### config.mk
export PLATFORM = sky130hd
export DESIGN_NAME = sdram_req_sched_flat
export DESIGN_NICKNAME = d
export VERILOG_FILES = /design/src/rtl/sdram_req_sched_if.sv /design/src/rtl/sdram_req_sched.sv /design/src/flat_wrapper.sv
export SDC_FILE = /design/constraint.sdc
export NUM_CORES = 1
export LEC_CHECK = 0
export ABC_AREA = 1
export CAP_MARGIN = 20
export CELL_PAD_IN_SITES_DETAIL_PLACEMENT = 0
export CELL_PAD_IN_SITES_GLOBAL_PLACEMENT = 1
export CORE_AREA = 5 5 109 111
export CTS_CLUSTER_SIZE = 25
export DETAILED_ROUTE_END_ITERATION = 6
export DIE_AREA = 0 0 114 116
export PLACE_DENSITY_LB_ADDON = 0.1
export REMOVE_ABC_BUFFERS = 1
export SYNTH_ARGS = -nofsm -noshare
export SYNTH_HDL_FRONTEND = slang
export SYNTH_SLANG_ARGS = --single-unit
### constraint.sdc
create_clock -name clk -period 1.85 [get_ports clk]
set_clock_uncertainty 0.2 [all_clocks]
set_input_delay 0.2775 -clock clk [delete_from_list [all_inputs] [get_ports clk]]
set_output_delay 0.2775 -clock clk [all_outputs]
set_load 0.01 [all_outputs]
### src/rtl/sdram_req_sched_if.sv
// ----------------------------------------------------------------------------
// sdram_req_sched_if
//   Bundles the two byte-wide requester ports (A = CPU, B = DMA/disk) and the
//   SDRAM controller-facing signals used by sdram_req_sched.
//
//   Requester port x (x = a, b):
//     x_req   level request, held until x_ack
//     x_addr  25-bit byte address
//     x_aux   byte lane select (1 = upper byte of the 16-bit word)
//     x_we    write enable
//     x_din   write data
//     x_dout  read data, valid when x_ack pulses after a read
//     x_ack   one-cycle completion pulse
//   Controller side:
//     mem_addr, mem_we, mem_din, mem_aux  registered request to the controller
//     mem_dout                            raw 16-bit read bus from the controller
//
//   Modports: slave  = scheduler view, master = requesters/controller model.
// ----------------------------------------------------------------------------
interface sdram_req_sched_if;
    logic        a_req;
    logic [24:0] a_addr;
    logic        a_aux;
    logic        a_we;
    logic [7:0]  a_din;
    logic [7:0]  a_dout;
    logic        a_ack;

    logic        b_req;
    logic [24:0] b_addr;
    logic        b_aux;
    logic        b_we;
    logic [7:0]  b_din;
    logic [7:0]  b_dout;
    logic        b_ack;

    logic [24:0] mem_addr;
    logic        mem_we;
    logic [7:0]  mem_din;
    logic        mem_aux;
    logic [15:0] mem_dout;

    modport slave (
        input  a_req, a_addr, a_aux, a_we, a_din,
        output a_dout, a_ack,
        input  b_req, b_addr, b_aux, b_we, b_din,
        output b_dout, b_ack,
        output mem_addr, mem_we, mem_din, mem_aux,
        input  mem_dout
    );

    modport master (
        output a_req, a_addr, a_aux, a_we, a_din,
        input  a_dout, a_ack,
        output b_req, b_addr, b_aux, b_we, b_din,
        input  b_dout, b_ack,
        input  mem_addr, mem_we, mem_din, mem_aux,
        output mem_dout
    );
endinterface

### src/rtl/sdram_req_sched.sv
// ----------------------------------------------------------------------------
// sdram_req_sched
//   Request scheduler in front of the Apple II SDRAM controller. Tracks the
//   controller's clkref-aligned memory slot, grants one of two requesters per
//   slot, drives the controller inputs and returns the selected read byte
//   with a one-cycle ack.
//
//   Ports:
//     clk        memory clock (same as the controller)
//     init_n     asynchronous active-low reset
//     clkref     slot reference, same signal the controller receives
//     ram_ready  controller initialisation complete
//     bus        sdram_req_sched_if.slave (requester ports A/B + controller)
//
//   Build option:
//     FAIR_ARB_EN  when defined, simultaneous requests alternate between A and
//                  B; when undefined, A has fixed priority.
// ----------------------------------------------------------------------------
module sdram_req_sched #(
    parameter int NUM_PHASES    = 14,
    parameter int LATCH_PHASE   = 13,
    parameter int CAPTURE_PHASE = 5
) (
    input  logic                 clk,
    input  logic                 init_n,
    input  logic                 clkref,
    input  logic                 ram_ready,
    sdram_req_sched_if.slave     bus
);

    localparam int PW = $clog2(NUM_PHASES);

    typedef enum logic [1:0] {
        ST_IDLE,
        ST_BUSY_A,
        ST_BUSY_B
    } state_t;

    typedef enum logic {
        PORT_A,
        PORT_B
    } port_t;

    logic [PW-1:0] phase_q, phase_d;
    logic          synced_q, synced_d;
    state_t        state_q, state_d;

    logic [24:0]   mem_addr_q, mem_addr_d;
    logic          mem_we_q, mem_we_d;
    logic [7:0]    mem_din_q, mem_din_d;
    logic          mem_aux_q, mem_aux_d;

    logic [7:0]    a_dout_q, a_dout_d;
    logic          a_ack_q, a_ack_d;
    logic [7:0]    b_dout_q, b_dout_d;
    logic          b_ack_q, b_ack_d;

`ifdef FAIR_ARB_EN
    port_t         rr_last_q, rr_last_d;
`endif

    logic          at_last;
    logic          at_zero;
    logic          latch_ev;
    logic          win_a;
    logic          win_b;
    logic [7:0]    rd_byte;

    // ------------------------------------------------------------------
    // Phase counter: mirrors the controller's slot counter. The slot ends
    // at NUM_PHASES-1 only when clkref is low and phase 0 leaves only when
    // clkref is high, so a stalled clkref freezes the slot.
    // ------------------------------------------------------------------
    assign at_last = (phase_q == PW'(NUM_PHASES - 1));
    assign at_zero = (phase_q == '0);

    always_comb begin
        phase_d  = phase_q;
        synced_d = synced_q;
        if (at_last) begin
            if (!clkref) begin
                phase_d  = '0;
                synced_d = 1'b1;
            end
        end else if (at_zero) begin
            if (clkref) phase_d = PW'(1);
        end else begin
            phase_d = phase_q + PW'(1);
        end
    end

    // The decision is taken only on the cycle that leaves LATCH_PHASE, so a
    // phase held by a stalled clkref never produces repeated grants.
    assign latch_ev = (phase_q == PW'(LATCH_PHASE)) && (phase_d != phase_q);

    // ------------------------------------------------------------------
    // Arbitration
    // ------------------------------------------------------------------
`ifdef FAIR_ARB_EN
    always_comb begin
        if (bus.a_req && bus.b_req) win_a = (rr_last_q == PORT_B);
        else                        win_a = bus.a_req;
        win_b = bus.b_req && !win_a;
    end
`else
    assign win_a = bus.a_req;
    assign win_b = bus.b_req && !bus.a_req;
`endif

    assign rd_byte = mem_aux_q ? bus.mem_dout[15:8] : bus.mem_dout[7:0];

    // ------------------------------------------------------------------
    // Slot FSM: next state and outputs
    // ------------------------------------------------------------------
    always_comb begin
        // NOTE: every signal gets a hold/default value before any branch so
        // no path leaves it unassigned, which would infer a latch.
        state_d    = state_q;
        mem_addr_d = mem_addr_q;
        mem_we_d   = mem_we_q;
        mem_din_d  = mem_din_q;
        mem_aux_d  = mem_aux_q;
        a_dout_d   = a_dout_q;
        b_dout_d   = b_dout_q;
        a_ack_d    = 1'b0;
        b_ack_d    = 1'b0;
`ifdef FAIR_ARB_EN
        rr_last_d  = rr_last_q;
`endif

        if (latch_ev) begin
            state_d = ST_IDLE;
            if (synced_q && ram_ready && (win_a || win_b)) begin
                state_d    = win_a ? ST_BUSY_A : ST_BUSY_B;
                mem_addr_d = win_a ? bus.a_addr : bus.b_addr;
                mem_we_d   = win_a ? bus.a_we   : bus.b_we;
                mem_din_d  = win_a ? bus.a_din  : bus.b_din;
                mem_aux_d  = win_a ? bus.a_aux  : bus.b_aux;
`ifdef FAIR_ARB_EN
                rr_last_d  = win_a ? PORT_A : PORT_B;
`endif
            end else begin
                // Idle slot: the controller must not see a stale write.
                mem_we_d = 1'b0;
            end
        end

        // CAPTURE_PHASE lies before LATCH_PHASE, so the access granted in
        // this slot is always completed before the next decision.
        if (phase_q == PW'(CAPTURE_PHASE)) begin
            case (state_q)
                ST_BUSY_A: begin
                    a_ack_d = 1'b1;
                    if (!mem_we_q) a_dout_d = rd_byte;
                end
                ST_BUSY_B: begin
                    b_ack_d = 1'b1;
                    if (!mem_we_q) b_dout_d = rd_byte;
                end
                default: ;
            endcase
        end
    end

    // ------------------------------------------------------------------
    // State registers
    // ------------------------------------------------------------------
    // NOTE: non-blocking assignments keep every register sampling the
    // pre-edge values regardless of statement order.
    always_ff @(posedge clk or negedge init_n) begin
        if (!init_n) begin
            phase_q    <= '0;
            synced_q   <= 1'b0;
            state_q    <= ST_IDLE;
            mem_addr_q <= '0;
            mem_we_q   <= 1'b0;
            mem_din_q  <= '0;
            mem_aux_q  <= 1'b0;
            a_dout_q   <= '0;
            a_ack_q    <= 1'b0;
            b_dout_q   <= '0;
            b_ack_q    <= 1'b0;
`ifdef FAIR_ARB_EN
            rr_last_q  <= PORT_B;
`endif
        end else begin
            phase_q    <= phase_d;
            synced_q   <= synced_d;
            state_q    <= state_d;
            mem_addr_q <= mem_addr_d;
            mem_we_q   <= mem_we_d;
            mem_din_q  <= mem_din_d;
            mem_aux_q  <= mem_aux_d;
            a_dout_q   <= a_dout_d;
            a_ack_q    <= a_ack_d;
            b_dout_q   <= b_dout_d;
            b_ack_q    <= b_ack_d;
`ifdef FAIR_ARB_EN
            rr_last_q  <= rr_last_d;
`endif
        end
    end

    assign bus.mem_addr = mem_addr_q;
    assign bus.mem_we   = mem_we_q;
    assign bus.mem_din  = mem_din_q;
    assign bus.mem_aux  = mem_aux_q;
    assign bus.a_dout   = a_dout_q;
    assign bus.a_ack    = a_ack_q;
    assign bus.b_dout   = b_dout_q;
    assign bus.b_ack    = b_ack_q;

endmodule

### src/flat_wrapper.sv
// flat-port wrapper written by rule: the top's interface ports become plain ports
module sdram_req_sched_flat 
#(
    parameter int NUM_PHASES    = 14,
    parameter int LATCH_PHASE   = 13,
    parameter int CAPTURE_PHASE = 5
)
  (clk, init_n, clkref, ram_ready, bus_a_req, bus_a_addr, bus_a_aux, bus_a_we, bus_a_din, bus_a_dout, bus_a_ack, bus_b_req, bus_b_addr, bus_b_aux, bus_b_we, bus_b_din, bus_b_dout, bus_b_ack, bus_mem_addr, bus_mem_we, bus_mem_din, bus_mem_aux, bus_mem_dout);
  sdram_req_sched_if bus_i ();
  input  logic clk;
  input  logic init_n;
  input  logic clkref;
  input  logic ram_ready;
  input wire logic [$bits(bus_i.a_req)-1:0] bus_a_req;
  input wire logic [$bits(bus_i.a_addr)-1:0] bus_a_addr;
  input wire logic [$bits(bus_i.a_aux)-1:0] bus_a_aux;
  input wire logic [$bits(bus_i.a_we)-1:0] bus_a_we;
  input wire logic [$bits(bus_i.a_din)-1:0] bus_a_din;
  output wire logic [$bits(bus_i.a_dout)-1:0] bus_a_dout;
  output wire logic [$bits(bus_i.a_ack)-1:0] bus_a_ack;
  input wire logic [$bits(bus_i.b_req)-1:0] bus_b_req;
  input wire logic [$bits(bus_i.b_addr)-1:0] bus_b_addr;
  input wire logic [$bits(bus_i.b_aux)-1:0] bus_b_aux;
  input wire logic [$bits(bus_i.b_we)-1:0] bus_b_we;
  input wire logic [$bits(bus_i.b_din)-1:0] bus_b_din;
  output wire logic [$bits(bus_i.b_dout)-1:0] bus_b_dout;
  output wire logic [$bits(bus_i.b_ack)-1:0] bus_b_ack;
  output wire logic [$bits(bus_i.mem_addr)-1:0] bus_mem_addr;
  output wire logic [$bits(bus_i.mem_we)-1:0] bus_mem_we;
  output wire logic [$bits(bus_i.mem_din)-1:0] bus_mem_din;
  output wire logic [$bits(bus_i.mem_aux)-1:0] bus_mem_aux;
  input wire logic [$bits(bus_i.mem_dout)-1:0] bus_mem_dout;
  assign bus_i.a_req = bus_a_req;
  assign bus_i.a_addr = bus_a_addr;
  assign bus_i.a_aux = bus_a_aux;
  assign bus_i.a_we = bus_a_we;
  assign bus_i.a_din = bus_a_din;
  assign bus_a_dout = bus_i.a_dout;
  assign bus_a_ack = bus_i.a_ack;
  assign bus_i.b_req = bus_b_req;
  assign bus_i.b_addr = bus_b_addr;
  assign bus_i.b_aux = bus_b_aux;
  assign bus_i.b_we = bus_b_we;
  assign bus_i.b_din = bus_b_din;
  assign bus_b_dout = bus_i.b_dout;
  assign bus_b_ack = bus_i.b_ack;
  assign bus_mem_addr = bus_i.mem_addr;
  assign bus_mem_we = bus_i.mem_we;
  assign bus_mem_din = bus_i.mem_din;
  assign bus_mem_aux = bus_i.mem_aux;
  assign bus_i.mem_dout = bus_mem_dout;
  sdram_req_sched #(.NUM_PHASES(NUM_PHASES), .LATCH_PHASE(LATCH_PHASE), .CAPTURE_PHASE(CAPTURE_PHASE)) u_core (.clk(clk), .init_n(init_n), .clkref(clkref), .ram_ready(ram_ready), .bus(bus_i));
endmodule
==> results.md, run 1 <==
* Fill cells at approximately 1100
* Min Clock Period, post-route at roughly 1.7 ns
* Die width at about 110 um
* Commonest cells after routing, fill and taps aside: nand2_1, clkdlybuf4s50_1, dfrtp_1
* Synth top area share at 0.490
* Combinational power share at 0.373
* RSZ-0062 raised after global routing: true
* Max layer used: met4
* Setup violators final at 0
* Via density at about 4.2
* Worst-path cell chain: clkdlybuf4s50_1
* Initial DRC Count at 94
* Row cnt at 38
* Seq cells post-synth at 60
* Ys Warns at 0
* Core footprint at 0.0107 sq mm
* DIE HEIGHT at ~120 um
* Reg2Reg Depth at 7
* Crit Path Max Fanout at 2
* Hpwl dp at just under 7 mm
* Register clock-pin slew on the reported worst setup and hold paths at around 0.07 ns
* CP bufs+invs at 1
* Met3 WL at 858 um
* Least-Margin Pin Slew at between 0.4 and 0.5 ns
* Commonest non-fill, non-tap cell in the layout: nand2_1
* TritonCTS Buffers at 9
* CP required at 1.37 ns
* VDD IR max at roughly 470 uV
* Hold_ws at between 0.2 and 0.25 ns
* Net Sw Power at ~0.0017 W
* Synth area leader: dfrtp_1
* Total die area at 0.0132 sq mm
* Worst Setup Path Type: flip-flop to output pin
* CTS tree: yes
* Worst Hold Class: primary input to async pin
* Sequential share of the synthesized area at 0.490
* CP Data Arrival Time at 1.27 ns
* Final antenna-violating net count at 0
* Seq pwr share at 0.359
* Vias at 2899
* Number of global-route vias before repair at roughly 3000
* Top cell family by delay on the critical path: buffers and inverters
* Synth cell types at 26
* Initial antenna violation count at 0
* GP Congestion at 0.749
* Clock power frac at 0.269
* Placed Area at 0.00470 sq mm
* Synth area leaders: dfrtp_1, nand2_1, nand3_1, nand3_2, o21ai_0
* CTS max path bufs at 2
* Ant. Diodes at 0
* Fmax achieved at between 500 and 600 MHz
* Slowest cell on the critical path: clkdlybuf4s50_1
* Int Power at around 0.0038 W
* DRC violation count after routing at 0
* Switching Share at 0.306
* Endpoint type of the worst setup path: output pin
* Global-route wire length before repair at approximately 15 mm
* Max-cap violations at 0
* Initial Util at 0.287
* Status: completed
* Fin area at about 0.0050 sq mm
* Root Driver: clkbuf_8
* Avg Cell Area, Syn at 7.98 sq um
* H-tree Lvls at 3
* Largest net degree at the start of global routing at 43
* Worst path depth at 1
* Routed length on met2 at 3.90 mm
* Nets at between 600 and 700
* Final Max Tran Viols at 0
* Total leakage power at around 2.4 nW
* Final Cycle Share at 0.945
* Slew margin rel. at 0.687
* Startpoint Class: flip-flop
* Clk sinks at 60
* Io pins at approximately 150
* Layout Area Growth over Synthesis at 62.2%
* Port Buf Inserts at 144
* GRT Overall Usage at 0.139
* Placed cell count at ~670
* Mapped Cells at 384
* Max stage delay on crit path at ~0.6 ns
* Setup TNS at 0 ns
* Hold Vio Cnt, Final at 0
* WL/cell at ~13 um
* Power Density at between 1000 and 1500 mW/mm^2
* Clock Latency Late Sink at between 0.3 and 0.4 ns
* Fin cells at 683
* Final wirelength at approximately 9 mm
* Drt pass-1 iters at 5
* Aggregate global routing overflow at 0
* Mapped Area at 0.00307 sq mm
* Met1 wire length at approximately 4.1 mm
* Share of layout cells above drive strength 1 at 0.112
==> state kept, by name (all words and copies together) (netlist names) <==
register / count
u_core.bus.a_ack: 1
u_core.bus.a_dout: 8
u_core.bus.b_ack: 1
u_core.bus.b_dout: 8
u_core.bus.mem_addr: 25
u_core.bus.mem_aux: 1
u_core.bus.mem_din: 8
u_core.bus.mem_we: 1
u_core.phase_q: 4
u_core.state_q: 2
u_core.synced_q: 1
==> through the flow <==
stage,util,power [W],worst slack (ns)
floorplan,-,0.00281,-0.302
global placement,0.440,0.00403,0.0356
detailed placement,0.440,0.00405,-0.00437
CTS,0.464,0.00557,0.0206
global route,0.465,0.00587,-0.000791
finish,0.465,0.00546,0.101
==> worst paths after layout <==
kind | endpoint | from | slack [ns]
min in group clk | u_core.bus.mem_din[2] | u_core.bus.mem_din[2] | 0.27
max in group asynchronous | u_core.bus.mem_din[2] | init_n | 0.61
worst max-delay path | bus_mem_addr[15] | u_core.bus.mem_addr[15] | 0.10
worst min register to register | u_core.bus.mem_din[2] | u_core.bus.mem_din[2] | 0.27
worst min-delay path | u_core.bus.mem_we | init_n | 0.24
worst max register to register | u_core.bus.mem_we | u_core.phase_q[1] | 0.14
==> power by group through the flow <==
| stage | Combinational [W] | Clock [W] | Sequential (W) |
|---|---|---|---|
| final | 0.00203 | 0.00147 | 0.00196 |
| after global routing | 0.00228 | 0.00158 | 0.00201 |
| after CTS | 0.00208 | 0.00153 | 0.00196 |
| after detailed placement | 0.00207 | 0 | 0.00198 |
| after global placement | 0.00206 | 0 | 0.00197 |
| after floorplan | 0.000684 | 0 | 0.00213 |
==> cell families after synthesis <==
logic type	synth area share
simple gates	0.374
flops	0.490
compound gates	0.0547
buf+inv	0.0661
fa+ha+maj	0.0122
xor+xnor	0.00286
==> layer usage <==
metal | vias up | track usage
li1 | 1518 | -
met1 | 1275 | 0.184
met2 | 100 | 0.210
met3 | 6 | 0.0601
met4 | 0 | 0.0380
met5 | - | 0
==> timing repair <==
| action | in CTS | in global routing |
|---|---|---|
| endpoints found under the setup margin | 0 | 14 |
| resized for setup | 0 | 3 |
| buffers inserted | 0 | 0 |
| hold endpoints to repair | 18 | 0 |
| hold buffers | 1 | 0 |
==> area by class of cell <==
type,instances,area [sq um],area share
inverters,9,33.8,0.00679
clock buffers,12,155,0.0312
flip-flops and latches,60,1500,0.302
clock inverters,4,95.1,0.0191
repair buffers,162,1650,0.331
multi-input cells,296,1370,0.275
well taps,140,175,0.0352
==> cell usage after synthesis, drive strengths merged <==
master / instances
a21oi: 3
nor3: 4
clkinv: 1
inv: 8
ha: 3
nand3: 37
clkbuf: 2
nand2: 201
or2: 10
buf: 17
o31ai: 1
nor2: 7
o21ai: 29
dfrtp: 60
xor2: 1
Note: power is estimated with default switching activity, not from simulation.
==> run 2: changes to the inputs <==
--- a/config.mk
+++ b/config.mk
@@ -18,3 +18,4 @@
 export SYNTH_ARGS = -nofsm -noshare
 export SYNTH_HDL_FRONTEND = slang
 export SYNTH_SLANG_ARGS = --single-unit
+export TNS_END_PERCENT = 10
==> results of run 2 <==
No change in the layout: final DEF, timing and power equal those of run 1.
